$ cat config.mk
export PLATFORM = sky130hd
export DESIGN_NAME = conversor_bcd_duplo
export DESIGN_NICKNAME = d
export VERILOG_FILES = /design/src/rtl/conversor_bcd_duplo.sv
export SDC_FILE = /design/constraint.sdc
export NUM_CORES = 1
export LEC_CHECK = 0
export BUFFER_PORTS_ARGS = -buffer_cell sky130_fd_sc_hd__buf_2
export CORE_ASPECT_RATIO = 1.4
export CORE_MARGIN = 4
export CORE_UTILIZATION = 56
export CTS_CLUSTER_SIZE = 25
export DETAILED_ROUTE_END_ITERATION = 7
export PLACE_DENSITY_LB_ADDON = 0.15
export SLEW_MARGIN = 25
export SYNTH_ARGS = -nofsm -noshare
export SYNTH_HDL_FRONTEND = slang
export SYNTH_SLANG_ARGS = --single-unit
$ cat constraint.sdc
create_clock -name clock -period 1.65 [get_ports clock]
set_clock_uncertainty 0.05 [all_clocks]
set_input_delay 0.165 -clock clock [delete_from_list [all_inputs] [get_ports clock]]
set_output_delay 0.165 -clock clock [all_outputs]
set_load 0.02 [all_outputs]
$ cat src/rtl/conversor_bcd_duplo.sv
// Signed binary to sign/tens/units converter (double dabble, one shift per clock).
// Optional macro CONVERSOR_BCD_ZERO_BLANK_EN blanks a leading zero in the tens digit.
module conversor_bcd_duplo #(
   parameter int WIDTH = 8
) (
   input  logic             clock,
   input  logic             reset,
   input  logic             inicio,
   input  logic [WIDTH-1:0] valor,
   output logic             ocupado,
   output logic             pronto,
   output logic             sinal,
   output logic [3:0]       dezena,
   output logic [3:0]       unidade
);

   typedef enum logic [1:0] {OCIOSO, CONVERTE, FINALIZA} estado_t;

   localparam int CW = $clog2(WIDTH + 1);

   estado_t          estado, prox;
   logic [CW-1:0]    cont;
   logic [WIDTH-1:0] mag;
   logic [11:0]      bcd, bcd_adj;
   logic             sinal_cap;
   logic [3:0]       dez_nova;

   always_ff @(posedge clock) begin
      if (reset) estado <= OCIOSO;
      else       estado <= prox;
   end

   always_comb begin
      prox = estado;
      case (estado)
         OCIOSO:   if (inicio) prox = CONVERTE;
         CONVERTE: if (cont == CW'(1)) prox = FINALIZA;
         FINALIZA: prox = OCIOSO;
         default:  prox = OCIOSO;
      endcase
   end

   // add-3 correction applied before every shift
   always_comb begin
      bcd_adj = bcd;
      for (int i = 0; i < 3; i++)
         if (bcd[4*i +: 4] >= 4'd5) bcd_adj[4*i +: 4] = bcd[4*i +: 4] + 4'd3;
   end

`ifdef CONVERSOR_BCD_ZERO_BLANK_EN
   assign dez_nova = (bcd[7:4] == 4'd0) ? 4'hA : bcd[7:4];
`else
   assign dez_nova = bcd[7:4];
`endif

   assign ocupado = (estado != OCIOSO);

   // sinal/dezena/unidade only move at FINALIZA so the display never flickers
   always_ff @(posedge clock) begin
      if (reset) begin
         sinal_cap <= 1'b0;
         mag       <= '0;
         bcd       <= '0;
         cont      <= '0;
         pronto    <= 1'b0;
         sinal     <= 1'b0;
         dezena    <= 4'h0;
         unidade   <= 4'h0;
      end else begin
         pronto <= 1'b0;
         case (estado)
            OCIOSO: if (inicio) begin
               sinal_cap <= valor[WIDTH-1];
               mag       <= valor[WIDTH-1] ? (~valor + 1'b1) : valor;
               bcd       <= '0;
               cont      <= CW'(WIDTH);
            end
            CONVERTE: begin
               {bcd, mag} <= {bcd_adj[10:0], mag, 1'b0};
               cont       <= cont - 1'b1;
            end
            FINALIZA: begin
               pronto <= 1'b1;
               sinal  <= sinal_cap;
               if (bcd[11:8] != 4'd0) begin
                  dezena  <= 4'hF;
                  unidade <= 4'hF;
               end else begin
                  dezena  <= dez_nova;
                  unidade <= bcd[3:0];
               end
            end
            default: ;
         endcase
      end
   end

endmodule

==> metrics.md, run 1 <==
| Metric | Value |
|---|---|
| Largest net degree at the start of global routing | `22` |
| Antenna violations before repair | `0` |
| Maxcap violations | `0` |
| Tcrit/Tclk final | `95.9%` |
| Crit end category | `register` |
| Outcome | `completed` |
| Die area | `4070 um2` |
| CTS Root Cell | `clkbuf_8` |
| Clock sink count | `37` |
| Most common cell after layout, fill and taps aside | `dfxtp_1` |
| Fin util | `69.4%` |
| PwrDens | `991 nW/um2` |
| Post-synthesis sequential area ratio | `42.6%` |
| Die height | `73.9 um` |
| Layout cells sized above 1 | `19.5%` |
| Post-Syn Area per Cell | `8.83 um2` |
| Routed wire length | `3660 um` |
| DR WL/cell | `13.9 um` |
| Gr usage total | `21.1%` |
| Placed Instances | `255` |
| Drt drc | `0` |
| Core area | `2940 um2` |
| Yosys warns | `0` |
| Final #Nets | `246` |
| Starting DRT DRC Count | `31` |
| Post-Place Cell Area | `1910 um2` |
| Vias | `1453` |
| Num rows | `23` |
| Post-CTS Setup Bufs | `0` |
| IO Count | `22` |
| Slew @ Worst Pin | `0.432 ns` |
| Vias in the first global route | `1462` |
| WS Path Type | `register to register` |
| Reg2reg start | `bcd[9]` |
| Area occupied by multi-input gates | `932 um2` |
| Critical Path End | `bcd[10]` |
| Die W | `55.1 um` |
| Count of cell types in the netlist | `38` |
| Port buffer count | `21` |
| Hold_buf cts | `0` |
| Crit Reg-Reg Endpoint | `bcd[10]` |
| Setup TNS | `0 ns` |
| Synth Instances | `197` |
| Achievable frequency | `0.632 GHz` |
| Max Transition Viols Final | `0` |
| Avg Vias per Cell | `5.52` |
| Final non-filler cell area | `2040 um2` |
| Mapped cell area | `1740 um2` |
| Crit-path max cell delay | `0.35 ns` |
| Critical-path top delay cell | `dfxtp_1` |
| CTS buffer count | `5` |
| Final setup vio count | `0` |
| H-tree Lvls | `2` |
| Max VDD drop | `0.799 mV` |
| Worst Reg2Reg Path Length in Cells | `6` |
| P_leak | `0.859 nW` |
| DR pass1 iterations | `4` |
| Clk Latency, worst-skew pair | `0.29 ns` |
| Final std cells w/o fill | `263` |
| R2R Setup Slk | `0.07 ns` |
| FF/Latch Area | `741 um2` |
| Min-Delay Path Class | `input port to register` |
| Most frequent cells in the layout | `37 x dfxtp_1, 23 x nor2_1, 21 x buf_2` |
| CP Cell Sequence | `inv_1 -> ha_1 -> nand2b_1 -> a21oi_1 -> mux2i_1 -> a22o_1` |
| CP max FO | `4` |
| Gp weighted congestion | `0.819` |
| Clk buf depth | `2` |
| Fillers | `265` |
| RSZ-0062 raised after global routing | `false` |
| Final hold violation count | `0` |
| Initial Utilization | `59.2%` |
| Worst Path Required | `1.83 ns` |
| Clock transition at path regs | `0.07 ns` |
| First-pass GRT wire length | `6240 um` |
| Final min period | `1.58 ns` |
| GR Overflow Total | `0` |
| Syn nets | `218` |
| Area Growth Syn to Fin | `17.2%` |
| DP HPWL | `2690 um` |
| # diodes | `0` |
| Final ANT Viol Nets | `0` |
| CP arrival | `1.77 ns` |
| Synth Register Bits | `37` |
| TritonCTS clock tree | `done` |
| CP startpoint kind | `register` |
| Slew Limit Headroom | `71.1%` |
| Crit. Startpoint | `bcd[9]` |
[worst min path at each step]
stage               endpoint  cells past startpoint  slack (ns)      from
global route          mag[0]                      3        0.13  valor[0]
global placement      bcd[9]                      2        0.39    bcd[9]
detailed placement    mag[0]                      2        0.42    mag[0]
finish                mag[0]                      3        0.13  valor[0]
floorplan             mag[0]                      2        0.29  valor[0]
CTS                   mag[6]                      3        0.13  valor[6]
[metrics by stage]
stage | hold slack (ns) | setup slack [ns] | power [mW]
global placement | 0.393 | 0.132 | 1.22
floorplan | 0.290 | 0.230 | 1.14
detailed placement | 0.418 | 0.102 | 1.24
CTS | 0.125 | 0.0647 | 2.03
global route | 0.133 | 0.00373 | 2.11
finish | 0.130 | 0.0683 | 2.02
[routing by layer]
layer	share of wire [%]	track usage (%)	wire length, um	vias to the layer above
met2	51	35.8	1880	33
met1	42	23.1	1530	673
li1	-	-	-	741
met5	0	0	0	-
met4	1.6	9.73	58	0
met3	5.3	7.01	193	6
[worst max-delay path, delay by kind of cell, from the launching register on]
| family | cells | cell delay [ns] |
|---|---|---|
| AOI/OAI and AO/OA | 2 | 0.44 |
| DFF | 1 | 0.35 |
| muxes | 1 | 0.27 |
| adders and majority gates | 1 | 0.19 |
| and+or+nand+nor | 1 | 0.13 |
| buffers and inverters | 1 | 0.09 |
[sequential cells by signal, summed over array words and instances, names as in the netlist]
signal and cells:
pronto 1, mag 8, unidade 4, dezena 4, bcd 12, cont 4, sinal 1, estado 2
sinal_cap 1
[cell families (layout without fill, tap and decap cells)]
kind of cell	count (synthesis)	after routing	synth area share [%]
and+or+nand+nor	72	72	20.9
buffers and inverters	18	47	4.24
adders and majority gates	10	10	7.19
DFF	37	37	42.6
muxes	5	5	2.88
xor gates and xnor gates	9	9	4.53
AOI/OAI and AO/OA	46	46	17.6
[layout make-up]
| class | count | share of cell area, % |
|---|---|---|
| tap | 37 | 2.27 |
| clock inverter | 1 | 1.47 |
| multi-input combinational | 142 | 45.7 |
| clock buffer | 7 | 4.24 |
| inverter | 10 | 1.84 |
| sequential | 37 | 36.3 |
| timing repair buffer | 29 | 8.10 |
[report_power, final]
part / switching [mW] / leakage (nW) / internal [mW]
Combinational: 0.152 / 0.500 / 0.104
Clock: 0.307 / 0.0585 / 0.492
Sequential: 0.0303 / 0.300 / 0.934
[synth_stat cells (all sizes together)]
library cell	instances	area [um2]
nor2	23	86.3
a311oi	1	8.76
and2b	1	7.51
xor2	5	43.8
nand2b	6	37.5
buf	6	28.8
a222oi	1	10.0
nor4b	1	8.76
mux2i	5	50.1
a22o	4	35.0
or2	1	6.26
a211oi	1	7.51
nor3b	3	27.5
ha	10	125
inv	10	37.5
xnor2	4	35.0
nand4	1	6.26
nor2b	4	25.0
o21bai	1	7.51
nor3	13	65.1
and2	1	6.26
or3b	1	11.3
a31oi	1	6.26
o21ai	13	65.1
o22ai	4	25.0
nand3	4	20.0
nand2	12	45.0
or3	1	11.3
clkbuf	2	7.51
a21oi	11	55.1
dfxtp	37	741
a22oi	6	45.0
o31ai	3	41.3
[timing repair]
action / CTS / global route
endpoints found under the hold margin: 0 / 0
gates resized for setup: 0 / 2
setup endpoints to repair: 0 / 2
(Power assumes the default switching activity.)
==> run 2, diff against run 1 <==
Settings changed: PLACE_DENSITY from default to 0.87, PLACE_DENSITY_LB_ADDON 0.15 to default.
==> metrics.md, run 2 (synthesized netlist as in run 1, its figures left out) <==
| Metric | Value |
|---|---|
| Gp weighted congestion | `0.765` |
| Maxcap violations | `0` |
| # diodes | `0` |
| Busiest grt layer | `met2` |
| Layout cells sized above 1 | `18.7%` |
| Vias | `1429` |
| Routed wire length | `3410 um` |
| TritonCTS clock tree | `done` |
| Final setup vio count | `0` |
| Most frequent cells in the layout | `37 x dfxtp_1, 23 x nor2_1, 21 x buf_2` |
| Max Transition Viols Final | `0` |
| Clock sink count | `37` |
| GRT met1 Usage | `20.3%` |
| CP Cell Sequence | `inv_1 -> ha_1 -> nand2b_1 -> a21oi_1 -> mux2i_1 -> a22o_1` |
| Worst Path Required | `1.78 ns` |
| WS Path Type | `register to register` |
| PwrDens | `915 nW/um2` |
| Vias in the first global route | `1274` |
| Number of flip-flops in the largest register | `12` |
| CP arrival | `1.63 ns` |
| Clock transition at path regs | `0.06 ns` |
| DR pass1 iterations | `4` |
| Die W | `55.1 um` |
| Final ANT Viol Nets | `0` |
| Setup TNS | `0 ns` |
| Port buffer count | `21` |
| Largest net degree at the start of global routing | `19` |
| Initial Utilization | `59.2%` |
| CP max FO | `4` |
| GR Layer Usage met3 | `6.21%` |
| Drt drc | `0` |
| Slew @ Worst Pin | `0.416 ns` |
| Avg Vias per Cell | `5.45` |
| Largest registers | `bcd: 12 flops, mag: 8 flops` |
| P_leak | `0.846 nW` |
| DP HPWL | `2560 um` |
| CTS Root Cell | `clkbuf_8` |
| Clk buf depth | `2` |
| Most common cell after layout, fill and taps aside | `dfxtp_1` |
| DR WL/cell | `13.0 um` |
| Area Growth Syn to Fin | `15.3%` |
| Final min period | `1.50 ns` |
| Place WS | `0.114 ns` |
| Worst setup margin | `0.145 ns` |
| Antenna violations before repair | `0` |
| Core area | `2940 um2` |
| Post-Place Cell Area | `1910 um2` |
| Starting DRT DRC Count | `23` |
| Crit-path max cell delay | `0.37 ns` |
| IO Count | `22` |
| CP startpoint kind | `register` |
| Num rows | `23` |
| Most flops, register | `bcd` |
| Die area | `4070 um2` |
| Final #Nets | `246` |
| Clk Latency, worst-skew pair | `0.29 ns` |
| GR Overflow Total | `0` |
| Outcome | `completed` |
| H-tree Lvls | `2` |
| Slew Limit Headroom | `72.2%` |
| Final non-filler cell area | `2000 um2` |
| Final hold violation count | `0` |
| Min-Delay Path Class | `input port to register` |
| Global-route track usage on met2 | `33.2%` |
| Die height | `73.9 um` |
| CTS buffer count | `5` |
| Hold WS | `0.130 ns` |
| Tcrit/Tclk final | `91.2%` |
| Achievable frequency | `0.665 GHz` |
| Fin util | `68.3%` |
| Gr usage total | `19.5%` |
| Critical-path top delay cell | `dfxtp_1` |
| First-pass GRT wire length | `5600 um` |
| RSZ-0062 raised after global routing | `false` |
| Crit end category | `register` |
| Max VDD drop | `0.599 mV` |
[run 2: changes by cell type in the layout (fill, tap and decap cells not counted)]
cell	previous run	this run
a21oi_1	9	10
a21oi_2	2	1
bufinv_16	1	0
[run 2: area by class of cell]
class	count	area (um2)
Timing Repair Buffer	29	165
Fill cell	244	931
Sequential cell	37	741
Inverter	10	37.5
Clock buffer	7	86.3
Tap cell	37	46.3
Multi-Input combinational cell	142	928
[run 2: what timing repair did]
action / 4_1_cts / 5_1_grt
setup buffers: 0 / 0
hold endpoints to repair: 0 / 0
resized for setup: 0 / 1
hold buffers: 0 / 0
endpoints found under the setup margin: 0 / 1
[run 2: where the power goes]
group / internal (mW) / switching [mW] / total, mW
Clock: 0.331 / 0.291 / 0.621
Combinational: 0.101 / 0.147 / 0.249
Sequential: 0.934 / 0.0288 / 0.963
[run 2: stage by stage]
stage / std cells / total power [mW]
floorplan: 197 / 1.14
global placement: 255 / 1.22
detailed placement: 255 / 1.23
CTS: 262 / 1.85
global route: 262 / 1.94
finish: 262 / 1.83
[run 2: worst max-delay path: cells and delay by family, from the launching register on]
family | cells | cell delay, ns
flops | 1 | 0.37
simple gates | 1 | 0.14
compound gates | 2 | 0.46
mux | 1 | 0.11
fa+ha+maj | 1 | 0.17
buf+inv | 1 | 0.09
[run 2: layer usage]
metal	routed length [um]	part of all wire (%)
met1	1410	41
met2	1720	51
met3	187	5.5
met4	93	2.7
met5	0	0
[run 2: final timing paths]
kind | slack, ns | end | cells after the start | start
max reg2reg | 0.15 | bcd[6] | 6 | bcd[5]
min reg2reg | 0.42 | mag[0] | 2 | mag[0]
max | 0.15 | bcd[6] | 6 | bcd[5]
min | 0.13 | mag[6] | 3 | valor[6]
==> run 3, diff against run 2 <==
Settings changed: CAP_MARGIN from default to 5, REMOVE_ABC_BUFFERS from default to 1.
==> metrics.md, run 3 (synthesized netlist as in run 1, its figures left out) <==
| Metric | Value |
|---|---|
| Die height | `73.9 um` |
| Area occupied by multi-input gates | `932 um2` |
| Gr usage total | `20.9%` |
| FF/Latch Area | `741 um2` |
| Hold Crit Start | `valor[0]` |
| CP startpoint kind | `register` |
| Area Growth Syn to Fin | `15.5%` |
| Crit end category | `register` |
| # diodes | `0` |
| GR Overflow Total | `0` |
| Maxcap violations | `0` |
| CP max FO | `4` |
| Worst Reg2Reg Path Length in Cells | `6` |
| CP arrival | `1.72 ns` |
| Clk buf depth | `2` |
| H-tree Lvls | `2` |
| Final min period | `1.53 ns` |
| DR pass1 iterations | `4` |
| Die W | `55.1 um` |
| Initial Utilization | `59.2%` |
| DR WL/cell | `13.6 um` |
| Clock sink count | `37` |
| Post-cts sizing count | `0` |
| Reg2reg start | `bcd[1]` |
| WS Path Type | `register to register` |
| Hold path cells | `3` |
| Vias in the first global route | `1465` |
| Clk Latency, worst-skew pair | `0.29 ns` |
| RSZ-0062 raised after global routing | `false` |
| Crit Reg-Reg Endpoint | `bcd[2]` |
| P_leak | `0.845 nW` |
| IO Count | `22` |
| Fillers | `268` |
| Achievable frequency | `0.653 GHz` |
| Num rows | `23` |
| Most flops, register | `bcd` |
| Avg Vias per Cell | `5.54` |
| Largest registers | `bcd: 12 flops, mag: 8 flops` |
| Routed wire length | `3540 um` |
| Most frequent cells in the layout | `37 x dfxtp_1, 23 x nor2_1, 21 x buf_2` |
| Clock transition at path regs | `0.07 ns` |
| Gp weighted congestion | `0.770` |
| Core area | `2940 um2` |
| TritonCTS clock tree | `done` |
| Number of flip-flops in the largest register | `12` |
| Slew @ Worst Pin | `0.429 ns` |
| Starting DRT DRC Count | `56` |
| Placed Instances | `253` |
| Largest net degree at the start of global routing | `17` |
| Final #Nets | `244` |
| Most common cell after layout, fill and taps aside | `dfxtp_1` |
| Drt drc | `0` |
| R2R Setup Slk | `0.12 ns` |
| Final ANT Viol Nets | `0` |
| Final hold violation count | `0` |
| CTS buffer count | `5` |
| Place WS | `0.0643 ns` |
| Final setup vio count | `0` |
| Setup TNS | `0 ns` |
| Hold worst-path end | `mag[0]` |
| Layout cells sized above 1 | `19.2%` |
| Worst setup margin | `0.118 ns` |
| Max VDD drop | `0.702 mV` |
| Final std cells w/o fill | `261` |
| Die area | `4070 um2` |
| Fin util | `68.4%` |
| Min-Delay Path Class | `input port to register` |
| Worst Path Required | `1.83 ns` |
| Slew Limit Headroom | `71.3%` |
| Port buffer count | `21` |
| Hold WS | `0.120 ns` |
| Post-CTS Setup Bufs | `0` |
| Outcome | `completed` |
| Max Transition Viols Final | `0` |
| Tcrit/Tclk final | `92.9%` |
| PwrDens | `945 nW/um2` |
| Vias | `1445` |
| Antenna violations before repair | `0` |
| CTS Root Cell | `clkbuf_8` |
| Hold_buf cts | `0` |
| DP HPWL | `2560 um` |
| First-pass GRT wire length | `6130 um` |
run 3: cell types whose count changed in the layout (fill, tap and decap cells not counted):
cell and delta:
clkinv_2 +1, a21oi_2 +1, clkbuf_8 +1, clkbuf_1 -1
buf_4 -2, a21oi_1 -1
run 3: report_power, final:
part	switching (mW)	total [mW]	internal, mW
Sequential	0.0297	0.964	0.934
Clock	0.309	0.686	0.377
Combinational	0.149	0.247	0.0987
Total	0.488	1.90	1.41
run 3: critical path: stages (launching register included):
cell and delay, ns:
dfxtp_1 0.38, inv_1 0.09, ha_1 0.19, nand2b_1 0.16, a21oi_2 0.23, mux2i_1 0.23, a22o_1 0.14
run 3: layer usage:
metal  track usage (%)  routed length (um)  vias to the layer above
met3              7.82                 171                        8
met2              36.2                1810                       31
met5                 0                   0                        -
met1              21.2                1490                      663
met4              10.5                  64                        0
li1                  -                   -                      743
run 3: worst max-delay path by stage:
stage	depth (start not counted)	from	end	slack (ns)
after floorplan	4	estado[0]	mag[2]	0.0005
after global placement	6	bcd[1]	bcd[2]	0.13
after detailed placement	6	bcd[1]	bcd[2]	0.06
after CTS	6	bcd[1]	bcd[2]	0.02
after global routing	6	bcd[1]	bcd[2]	0.01
final	6	bcd[1]	bcd[2]	0.12
run 3: per-stage QoR:
| stage | instance area [um2] | power (mW) |
|---|---|---|
| 2_1_floorplan | 1700 | 1.13 |
| 3_3_place_gp | 1900 | 1.22 |
| 3_5_place_dp | 1900 | 1.23 |
| 4_1_cts | 2000 | 1.91 |
| 5_1_grt | 2010 | 1.99 |
| 6_report | 2010 | 1.90 |
run 3: area by class of cell:
type,instances,area share (%)
Clock inverter,1,0.249
Clock buffer,7,4.80
Inverter,10,1.87
Timing Repair Buffer,27,7.48
Multi-Input combinational cell,142,46.4
Sequential cell,37,36.9
Tap cell,37,2.31
